$ cat config.mk
export PLATFORM = sky130hd
export DESIGN_NAME = motion_seg_queue
export DESIGN_NICKNAME = d
export VERILOG_FILES = /design/src/rtl/motion_seg_queue.sv
export SDC_FILE = /design/constraint.sdc
export NUM_CORES = 1
export LEC_CHECK = 0
export ABC_AREA = 1
export ABC_CLOCK_PERIOD_IN_PS = 5800
export CAP_MARGIN = 20
export CORE_ASPECT_RATIO = 0.6
export CORE_UTILIZATION = 50
export CTS_CLUSTER_DIAMETER = 80
export DETAILED_ROUTE_END_ITERATION = 6
export PLACE_DENSITY = 0.68
export SLEW_MARGIN = 30
export SYNTH_ARGS = -nofsm -noshare
export SYNTH_HDL_FRONTEND = slang
export SYNTH_SLANG_ARGS = --single-unit
$ cat constraint.sdc
create_clock -name clk -period 5.8 [get_ports clk]
set_clock_uncertainty 0.2 [all_clocks]
set_input_delay 0.87 -clock clk [delete_from_list [all_inputs] [get_ports clk]]
set_output_delay 0.87 -clock clk [all_outputs]
set_load 0.01 [all_outputs]
$ cat src/rtl/motion_seg_queue.sv
// Segment sequencer: queues (velocity, duration) segments and plays them back in order,
// holding each velocity for duration * TICK_DIV clocks, with seamless chaining and abort.
module motion_seg_queue #(
    parameter int DEPTH    = 8,
    parameter int TICK_DIV = 1000
) (
    input  logic                         clk,
    input  logic                         reset,
    input  logic signed [31:0]           seg_velocity,
    input  logic        [31:0]           seg_duration,
    input  logic                         seg_valid,
    output logic                         seg_ready,
    input  logic                         abort,
    output logic signed [31:0]           velocity,
    output logic                         busy,
    output logic                         seg_done,
    output logic                         underrun,
    output logic [$clog2(DEPTH):0]       fifo_count
);
    localparam int AW = $clog2(DEPTH);
    localparam int CW = AW + 1;
    localparam int TW = (TICK_DIV > 1) ? $clog2(TICK_DIV) : 1;

    typedef enum logic {IDLE, RUN} state_t;

    state_t             state_q, state_d;
    logic [TW-1:0]      tick_q, tick_d;
    logic [31:0]        rem_q, rem_d;
    logic signed [31:0] vel_q, vel_d;
    logic               done_q, done_d, under_q, under_d;
    logic [CW-1:0]      count_q, count_d;
    logic [AW-1:0]      rd_q, rd_d, wr_q, wr_d;
    logic               push, pop, load;

    logic signed [31:0] vel_mem [DEPTH];
    logic        [31:0] dur_mem [DEPTH];

    // Ready looks only at the registered count, so a same-cycle pop never opens a full FIFO.
    assign seg_ready = (count_q < CW'(DEPTH)) && !abort;
    assign push      = seg_valid && seg_ready;

    always_ff @(posedge clk) begin
        if (push) begin
            vel_mem[wr_q] <= seg_velocity;
            dur_mem[wr_q] <= seg_duration;
        end
    end

    always_comb begin
        state_d = state_q;
        tick_d  = tick_q;
        rem_d   = rem_q;
        vel_d   = vel_q;
        done_d  = 1'b0;
        under_d = 1'b0;
        load    = 1'b0;
        if (abort) begin
            state_d = IDLE;
            vel_d   = '0;
            tick_d  = '0;
            rem_d   = '0;
        end else begin
            case (state_q)
                IDLE: begin
                    vel_d = '0;
                    if (count_q != '0) load = 1'b1;
                end
                RUN: begin
                    if (tick_q == '0) begin
                        tick_d = TW'(TICK_DIV - 1);
                        if (rem_q > 32'd1) begin
                            rem_d = rem_q - 32'd1;
                        end else if (rem_q == 32'd1) begin
                            done_d = 1'b1;
                            if (count_q != '0) begin
                                load = 1'b1;
                            end else begin
                                vel_d   = '0;
                                rem_d   = '0;
                                under_d = 1'b1;
                                state_d = IDLE;
                            end
                        end else if (count_q != '0) begin
                            // Hold segment: released only by a waiting successor.
                            done_d = 1'b1;
                            load   = 1'b1;
                        end
                    end else begin
                        tick_d = tick_q - TW'(1);
                    end
                end
                default: state_d = IDLE;
            endcase
        end
        if (load) begin
            vel_d   = vel_mem[rd_q];
            rem_d   = dur_mem[rd_q];
            tick_d  = TW'(TICK_DIV - 1);
            state_d = RUN;
        end
    end

    assign pop     = load;
    assign wr_d    = abort ? '0 : wr_q + AW'(push);
    assign rd_d    = abort ? '0 : rd_q + AW'(pop);
    assign count_d = abort ? '0 : count_q + CW'(push) - CW'(pop);

    always_ff @(posedge clk or posedge reset) begin
        if (reset) begin
            state_q <= IDLE;
            tick_q  <= '0;
            rem_q   <= '0;
            vel_q   <= '0;
            done_q  <= 1'b0;
            under_q <= 1'b0;
            count_q <= '0;
            rd_q    <= '0;
            wr_q    <= '0;
        end else begin
            state_q <= state_d;
            tick_q  <= tick_d;
            rem_q   <= rem_d;
            vel_q   <= vel_d;
            done_q  <= done_d;
            under_q <= under_d;
            count_q <= count_d;
            rd_q    <= rd_d;
            wr_q    <= wr_d;
        end
    end

    assign velocity   = vel_q;
    assign busy       = (state_q == RUN);
    assign seg_done   = done_q;
    assign underrun   = under_q;
    assign fifo_count = count_q;
endmodule

==> results.md, run 1 <==
Floorplan:
- The y dimension of the die is about 180 um.
- around 110 I/O pins were placed.
- The die covers just over 50000 um^2.
- The initial cell density of the core is between 50 and 60%.
- The core footprint is 49600 um^2.
- The floorplan has between 60 and 70 rows.
- The die boundary width is just under 300 um.

Finish:
- The layout filler cell count is approximately 3900.
- The library cell used most frequently in the layout, excluding fill and tap cells, is nand2_1.
- The post-route netlist has under 10% of its cells at a drive strength greater than 1.
- The final cell count without fillers is ~3000.
- The top cell types in the final layout, fill and taps aside, are nand2_1 (592), edfxtp_1 (512), nor2_1 (192), nand3_1 (190), o21ai_0 (121).
- Cells fill between 50% and 60% of the core in the end.
- The area growth from synthesis to layout is 13.7%.
- The final layout contains approximately 2400 nets.
- The repair_antennas step left the layout with diodes totalling 0.

Timing:
- The final worst-path cycle share is 59.7%.
- Timing would allow up to about 0.29 GHz.
- The transition at the pin with the smallest max-transition slack is between 0.9 and 1 ns.
- The routed design could run at a clock period as short as between 3 and 4 ns.
- The max-slew violation count is 0.
- Setup repair after global routing left no endpoint under its margin.
- Setup violations remaining at the end of the flow were counted as 0.
- The hold violation total from the final report came to 0.
- Headroom to the max-slew limit came out at 37.8%.
- The worst hold slack across all endpoints is 0.328 ns.
- Summed over all failing endpoints, the final setup total negative slack is 0 ns.

Synthesis:
- The number of distinct library cell variants in the gate-level netlist after synthesis is 39.
- The portion of the post-synthesis area used by sequential elements is between 60% and 70%.
- The post-synthesis cell area is between 20000 and 30000 um^2.
- The gate count after technology mapping is between 2000 and 2500.
- After synthesis the netlist holds a flip-flop and latch count of around 600.
- Averaged over all synthesized cells, the footprint is 11.3 um^2.
- The synthesis warning total is 0.
- When the netlist entered floorplanning its net count stood at between 2000 and 2500.

Place:
- Detailed placement ended at an HPWL of between 30000 and 40000 um.
- The congestion estimate from routability-driven global placement came to between 0.9 and 1.
- The total of buffers placed on input and output ports is between 100 and 150.
- After detailed placement, the design holds a cell count of approximately 2900.

Global route:
- The global-route wire length before repair is just under 100000 um.
- The number of antenna violations at the first check in global routing came to 0.
- The via count of the first global-routing pass came to 16157.
- Global routing finished with a remaining overflow of 0.
- The pin count of the biggest net entering global routing is about 110.
- Global routing used ~24% of the available tracks.

Setup path:
- The worst setup path is of the reg2reg kind.
- The critical path goes through inv_1, ha_1, inv_1, nor3_2, nand2_1, inv_1, nand2_1, inv_2, nand2_2, nand2_4, nand3_4, inv_1, ha_1, inv_1, ha_1, fa_1, inv_1, nor2_1.
- STA puts the critical path data required time at between 6 and 7 ns.
- Setup slack on the worst reg-to-reg path comes out at between 2 and 2.5 ns.
- The nature of the critical path startpoint is a flip-flop.
- The reg-to-reg endpoint is fifo_count[1].
- The most numerous cell type found on the critical path is inv_1.
- The worst path arrival time is between 3 and 4 ns.
- The maximum fanout count along the critical path is 35.
- The startpoint identified for the worst register-to-register timing path is tick_q[0].
- The type of destination of the critical path is a flip-flop.
- Tracing the worst setup path back leads to its startpoint at tick_q[0].
- The largest incremental delay on the critical path is ~0.42 ns.
- In this run the number of cells on the critical path is 18.
- The library cell contributing the largest single delay on the critical path is fa_1.
- The number of buffer and inverter stages on the critical path is 7.
- The worst register-to-register path has a depth of 18.
- In this design, the largest share of critical-path delay is due to simple AND/OR/NAND/NOR gates.

Route:
- The violation count after the first detailed-routing iteration is between 1500 and 2000.
- The number of vias per cell is 5.78.
- The iteration count of the initial detailed-routing pass is 5.
- Detailed routing inserted a total of 17269 vias.
- In the routed design, unresolved DRC markers number 0.
- The number of nets still failing antenna checks after routing is 0.
- The final layout contains routed wiring with a total length of approximately 63000 um.
- The average detailed-routed wire length per instance is between 20 and 25 um.

Job:
- The max capacitance violation total is 0.

Clocking:
- The register clock-pin slew on the reported worst setup and hold paths is around 0.06 ns.
- The H-tree depth is 2.
- The clock insertion delay at the later pin of the skew report is between 0.6 and 0.7 ns.
- The buffers inserted during post-CTS setup optimization is 0.
- The number of CTS-inserted buffers is 54.
- The number of instances resized during post-cts repair is 0.
- In this run, post-CTS hold repair placed 0 buffers.
- The TritonCTS clock tree is yes.
- CTS placed an instance of clkbuf_16 at the clock tree root.
- In this run the deepest clock path goes through 3 buffers.
- Counting every sink on the clock net gives 599.

Power and ir drop:
- The areal power density over the cells is 438 nW/um^2.
- The static power due to leakage is 10.6 nW.
- The worst-case IR drop observed on VDD is 0.000273 V.

Hold path:
- The startpoint identified for the worst hold timing path is velocity[30].
- The worst hold path stage count is 2.
- The path class of the tightest hold or removal check is reg2reg.
- The path with the worst hold slack has its endpoint at velocity[30].

Outcome:
- The run finished with clean final reports.
[where the power goes]
group	internal [mW]	switching (mW)	total [mW]
Sequential	4.97	0.342	5.32
Combinational	1.17	2.46	3.63
Clock	2.03	1.58	3.61
Total	8.17	4.38	12.6
[layer usage]
layer  track usage, %  wire (um)  part of all wire, %
met1             39.2      30100                   48
met3             3.83       4790                  7.7
met2             35.0      26900                   43
met4             4.34        811                  1.3
met5                0          0                    0
[Yosys cell counts]
master    count  area (um^2)
a21o_1        1         7.51
a21oi_1      78          390
a21oi_2       2         17.5
a32oi_1      32          280
and2_1        1         6.26
buf_1        13         48.8
buf_2        31          155
buf_4         3         22.5
buf_6         5         56.3
clkbuf_1     84          315
clkinv_1      1         3.75
dfrtp_1      87         2180
edfxtp_1    512        15400
fa_1          1         20.0
ha_1         12          150
inv_1        83          312
inv_2         3         11.3
nand2_1     592         2220
nand2_2       6         37.5
nand2_4       1         11.3
nand3_1     190          951
nand3_2       1         10.0
nand3_4       1         17.5
nand4_1      39          244
nor2_1      200          751
nor2_2        1         6.26
nor2_4        2         22.5
nor3_1       24          120
nor3_2        1         10.0
o211ai_1      1         7.51
o21ai_0     121          606
o21ai_4       1         16.3
o21bai_1      7         52.6
o22ai_1      69          432
o22ai_2      15          188
o311ai_0      1         8.76
or2_2         4         25.0
xnor2_1       3         26.3
xor2_1       11         96.3
[sequential cells by signal, summed over array words and instances (netlist names)]
name and cells:
vel_mem 256, rem_q 32, velocity 32, busy 1, tick_q 10, dur_mem 256
rd_q 3, seg_done 1, fifo_count 4, underrun 1, wr_q 3
[area by class of cell]
cell class	count	area [um^2]	area share, %
Timing Repair Buffer	138	1360	4.75
Multi-Input combinational cell	1418	6800	23.7
Tap cell	650	813	2.84
Clock inverter	25	289	1.01
Inverter	87	339	1.18
Clock buffer	73	1490	5.21
Sequential cell	599	17600	61.3
[per-stage QoR]
step                      instance area, um^2  setup slack, ns  power (mW)
after floorplan                         25200            0.706        7.78
after global placement                  26900             1.66        8.90
after detailed placement                26900             1.69        8.96
after CTS                               28600             2.32        12.6
after global routing                    28700             2.06        13.2
final                                   28700             2.34        12.6
[worst max-delay path by stage]
| stage | to | slack [ns] |
|---|---|---|
| after floorplan | dur_mem[0][0] | 0.71 |
| after global placement | tick_q[8] | 1.66 |
| after detailed placement | tick_q[0] | 1.69 |
| after CTS | tick_q[5] | 2.32 |
| after global routing | rem_q[16] | 2.06 |
| final | fifo_count[1] | 2.34 |
[cell families (layout without fill, tap and decap cells)]
logic type	after synthesis	after routing	share of synthesized area (%)
AO/OA/AOI/OAI	328	328	7.96
XOR/XNOR	14	14	0.486
adder cells (fa/ha/maj)	13	13	0.675
buffers and inverters	223	323	3.67
flip-flops	599	599	69.6
AND/OR/NAND/NOR	1063	1063	17.6
[worst min-delay path, cell delays in order (launching register included)]
cell and delay, ns:
dfrtp_1 0.34, inv_1 0.05, o22ai_2 0.09
(Power assumes the default switching activity.)
==> run 2, diff against run 1 <==
--- a/config.mk
+++ b/config.mk
@@ -6,7 +6,7 @@
 export NUM_CORES = 1
 export LEC_CHECK = 0
 export ABC_AREA = 1
-export ABC_CLOCK_PERIOD_IN_PS = 5800
+export ABC_CLOCK_PERIOD_IN_PS = 3200
 export CAP_MARGIN = 20
 export CORE_ASPECT_RATIO = 0.6
 export CORE_UTILIZATION = 50
==> constraint.sdc (replaced) <==
create_clock -name clk -period 3.2 [get_ports clk]
set_clock_uncertainty 0.2 [all_clocks]
set_input_delay 0.48 -clock clk [delete_from_list [all_inputs] [get_ports clk]]
set_output_delay 0.48 -clock clk [all_outputs]
set_load 0.01 [all_outputs]
==> results.md, run 2 (synthesis gave the netlist of run 1 again) <==
Outcome:
- The run finished with clean final reports.

Timing:
- The clock period minus worst slack is about 3 ns.
- Setup repair after global routing left no endpoint under its margin.
- The achievable frequency is 0.341 GHz.
- The aggregate negative setup slack is 0 ns.
- At the pin with the least slew margin, the transition time is between 0.9 and 1 ns.
- The hold violation total from the final report is 0.
- The max-slew violation count is 0.
- Measured against its own limit, the worst slew margin works out to between 30 and 40%.
- Setup violations remaining at the end of the flow were counted as 0.
- Across all setup checks in the final design, the least slack found is 0.265 ns.
- The final worst-path cycle share is approximately 92%.

Route:
- The post-route DRC violation count is 0.
- After the first detailed-routing iteration, the DRC count stood at between 1500 and 2000.
- The first detailed-routing pass ran for 6 iterations.
- The highest routing layer actually used is met5.
- Once detail routing completed, the nets flagged for antenna violations numbered 0.
- Summed over all layers, the routed wires come to between 60000 and 70000 um.
- In the final routed layout, each cell accounts on average for about 20 um.
- The routed design uses roughly 5500 um of met3 wire.
- Wire segments on met2 add up to approximately 26000 um in the final route.
- The number of vias per cell is around 5.6.
- After detailed routing, the wire length on met1 is 29300 um.
- The via count is around 17000.

Power and ir drop:
- In this run the power density over the cells is a little under 800 nW/um^2.
- In this run the static leakage power is ~11 nW.
- The worst-case IR drop observed on VDD is between 0.0005 and 0.0006 V.
- The completed layout was analyzed and its total power is 22.6 mW.

Clocking:
- CTS placed an instance of clkbuf_16 at the clock tree root.
- In this run the deepest clock path goes through 3 buffers.
- The register clock-pin slew on the reported worst setup and hold paths is about 0.07 ns.
- The number of clock buffers added by TritonCTS is between 50 and 60.
- The H-tree depth is 2.
- The clock reaches the later pin of the worst-skew pair after 0.60 ns.
- The TritonCTS clock tree is yes.
- Counting every sink on the clock net gives roughly 600.

Setup path:
- The register-to-register setup slack is 0.27 ns.
- The reg-to-reg endpoint is fifo_count[1].
- For this run, the slowest stage of the critical path takes 0.42 ns.
- The required arrival time at the worst endpoint is approximately 3.5 ns.
- The startpoint of the most critical register-to-register path is rem_q[0].
- The maximum fanout count along the critical path is 6.
- Counting both buffers and inverters, the worst setup path holds a total of 4.
- The cell type with the highest occurrence count on the critical path is inv_1.
- The length in cells of the worst reg-to-reg path is 16.
- The library cell contributing the largest single delay on the critical path is fa_1.
- Data arrives at the worst endpoint at 3.19 ns.
- The worst setup path is captured at a flip-flop.
- STA classifies the critical path startpoint as a flip-flop.
- The signal on the critical path passes through inv_1, ha_2, nand2_2, nor2_4, nand2_2, a21oi_2, nand2_2, nand2_4, nand3_4, inv_1, ha_1, inv_1, ha_1, fa_1, inv_1, nor2_1.
- In this design, the largest share of critical-path delay is due to adder cells.
- The critical path is of the reg2reg type.

Hold path:
- The path class of the tightest hold or removal check is in2async.

Floorplan:
- The core region is approximately 50000 um^2.
- The die covers ~51000 um^2.
- The y dimension of the die is roughly 180 um.
- The initial cell density of the core is roughly 51%.
- The die boundary width is about 300 um.
- The total I/O pin count is about 110.
- The number of standard-cell rows in the floorplan is between 60 and 70.

Finish:
- Measured on the finished design, the core utilization comes to 58.6%.
- The area growth from synthesis to layout is 15.2%.
- In the layout the commonest cells are nand2_1 (592), edfxtp_1 (512), nor2_1 (192), nand3_1 (190), o21ai_0 (121).
- 0 antenna diodes ended up in the layout.
- The largest registers in the layout are dur_mem x256, vel_mem x256.
- The final cell count without fillers is ~3000.
- Leaving out fill and tap cells, the most frequent cell in the layout is nand2_1.
- The fraction of layout cells with a size suffix above 1 is roughly 8.3%.
- The layout has approximately 4000 filler cells.
- The number of nets in the final layout is between 2000 and 2500.

Place:
- The worst setup slack after placement is ~0.15 ns.
- The cell count after placement is 2930.
- The total of buffers placed on input and output ports is around 110.
- Routability-driven placement finished with a final weighted congestion of approximately 0.95.
- Detailed placement ended at an HPWL of between 30000 and 40000 um.

Global route:
- The global-route wire length before repair is 95000 um.
- The number of antenna violations at the first check in global routing is 1.
- The global routing usage summed across all routing layers is a little under a quarter.
- Entering global routing, the biggest net connects just under 100 pins.
- The via count of the first global-routing pass is 16026.
- The global route total overflow is 0.

Job:
- Max-cap violations in this run came to 0.
==> run 2: cell types whose count changed in the layout (fill, tap and decap cells not counted), moves of 2 or more <==
cell / previous run / this run
bufinv_16: 5 / 3
clkbuf_8: 7 / 2
buf_12: 4 / 23
clkbuf_1: 12 / 18
buf_4: 25 / 46
clkbuf_16: 54 / 52
buf_6: 2 / 0
clkinv_2: 8 / 10
==> run 2: timing repair <==
item,in CTS,in global routing
buffers inserted,0,0
resized for setup,0,3
setup endpoints to repair,0,1
hold buffers,0,0
==> run 2: through the flow <==
| stage | area [um^2] | hold WS (ns) |
|---|---|---|
| floorplan | 25200 | 0.290 |
| global placement | 27400 | 0.311 |
| detailed placement | 27400 | 0.312 |
| CTS | 29000 | 0.0735 |
| global route | 29000 | 0.108 |
| finish | 29000 | 0.0632 |
==> run 2: worst max-delay path by stage <==
stage | startpoint | to | slack (ns) | cells past startpoint
floorplan | abort | dur_mem[0][0] | -0.45 | 5
global placement | abort | vel_mem[0][1] | 0.18 | 6
detailed placement | abort | vel_mem[0][30] | 0.15 | 6
CTS | rem_q[0] | fifo_count[1] | 0.23 | 16
global route | tick_q[0] | fifo_count[3] | 0.02 | 19
finish | rem_q[0] | fifo_count[1] | 0.27 | 16
==> run 2: area by class of cell <==
class                      count  area, um^2  area share (%)
sequential                   599       17600            60.5
multi-input combinational   1418        6810            23.4
timing repair buffer         176        1880            6.46
clock buffer                  72        1400            4.81
tap                          650         813            2.80
inverter                      87         337            1.16
clock inverter                25         245           0.844
==> run 2: layer usage <==
layer | vias to the layer above | global-route usage (%)
met5 | - | 0
met4 | 2 | 4.14
met3 | 52 | 5.70
met2 | 615 | 33.9
met1 | 8334 | 37.7
li1 | 8085 | -
==> run 2: where the power goes <==
part | switching (mW) | internal (mW)
sequential | 0.463 | 9.02
clock | 2.80 | 3.33
combinational | 4.62 | 2.34
total | 7.89 | 14.7
==> run 2: worst reg2reg max path, delay by kind of cell (launching register included) <==
family	cells	cell delay, ns
and+or+nand+nor	7	0.68
buffers and inverters	4	0.30
DFF	1	0.41
adders and majority gates	4	1.05
AOI/OAI and AO/OA	1	0.18
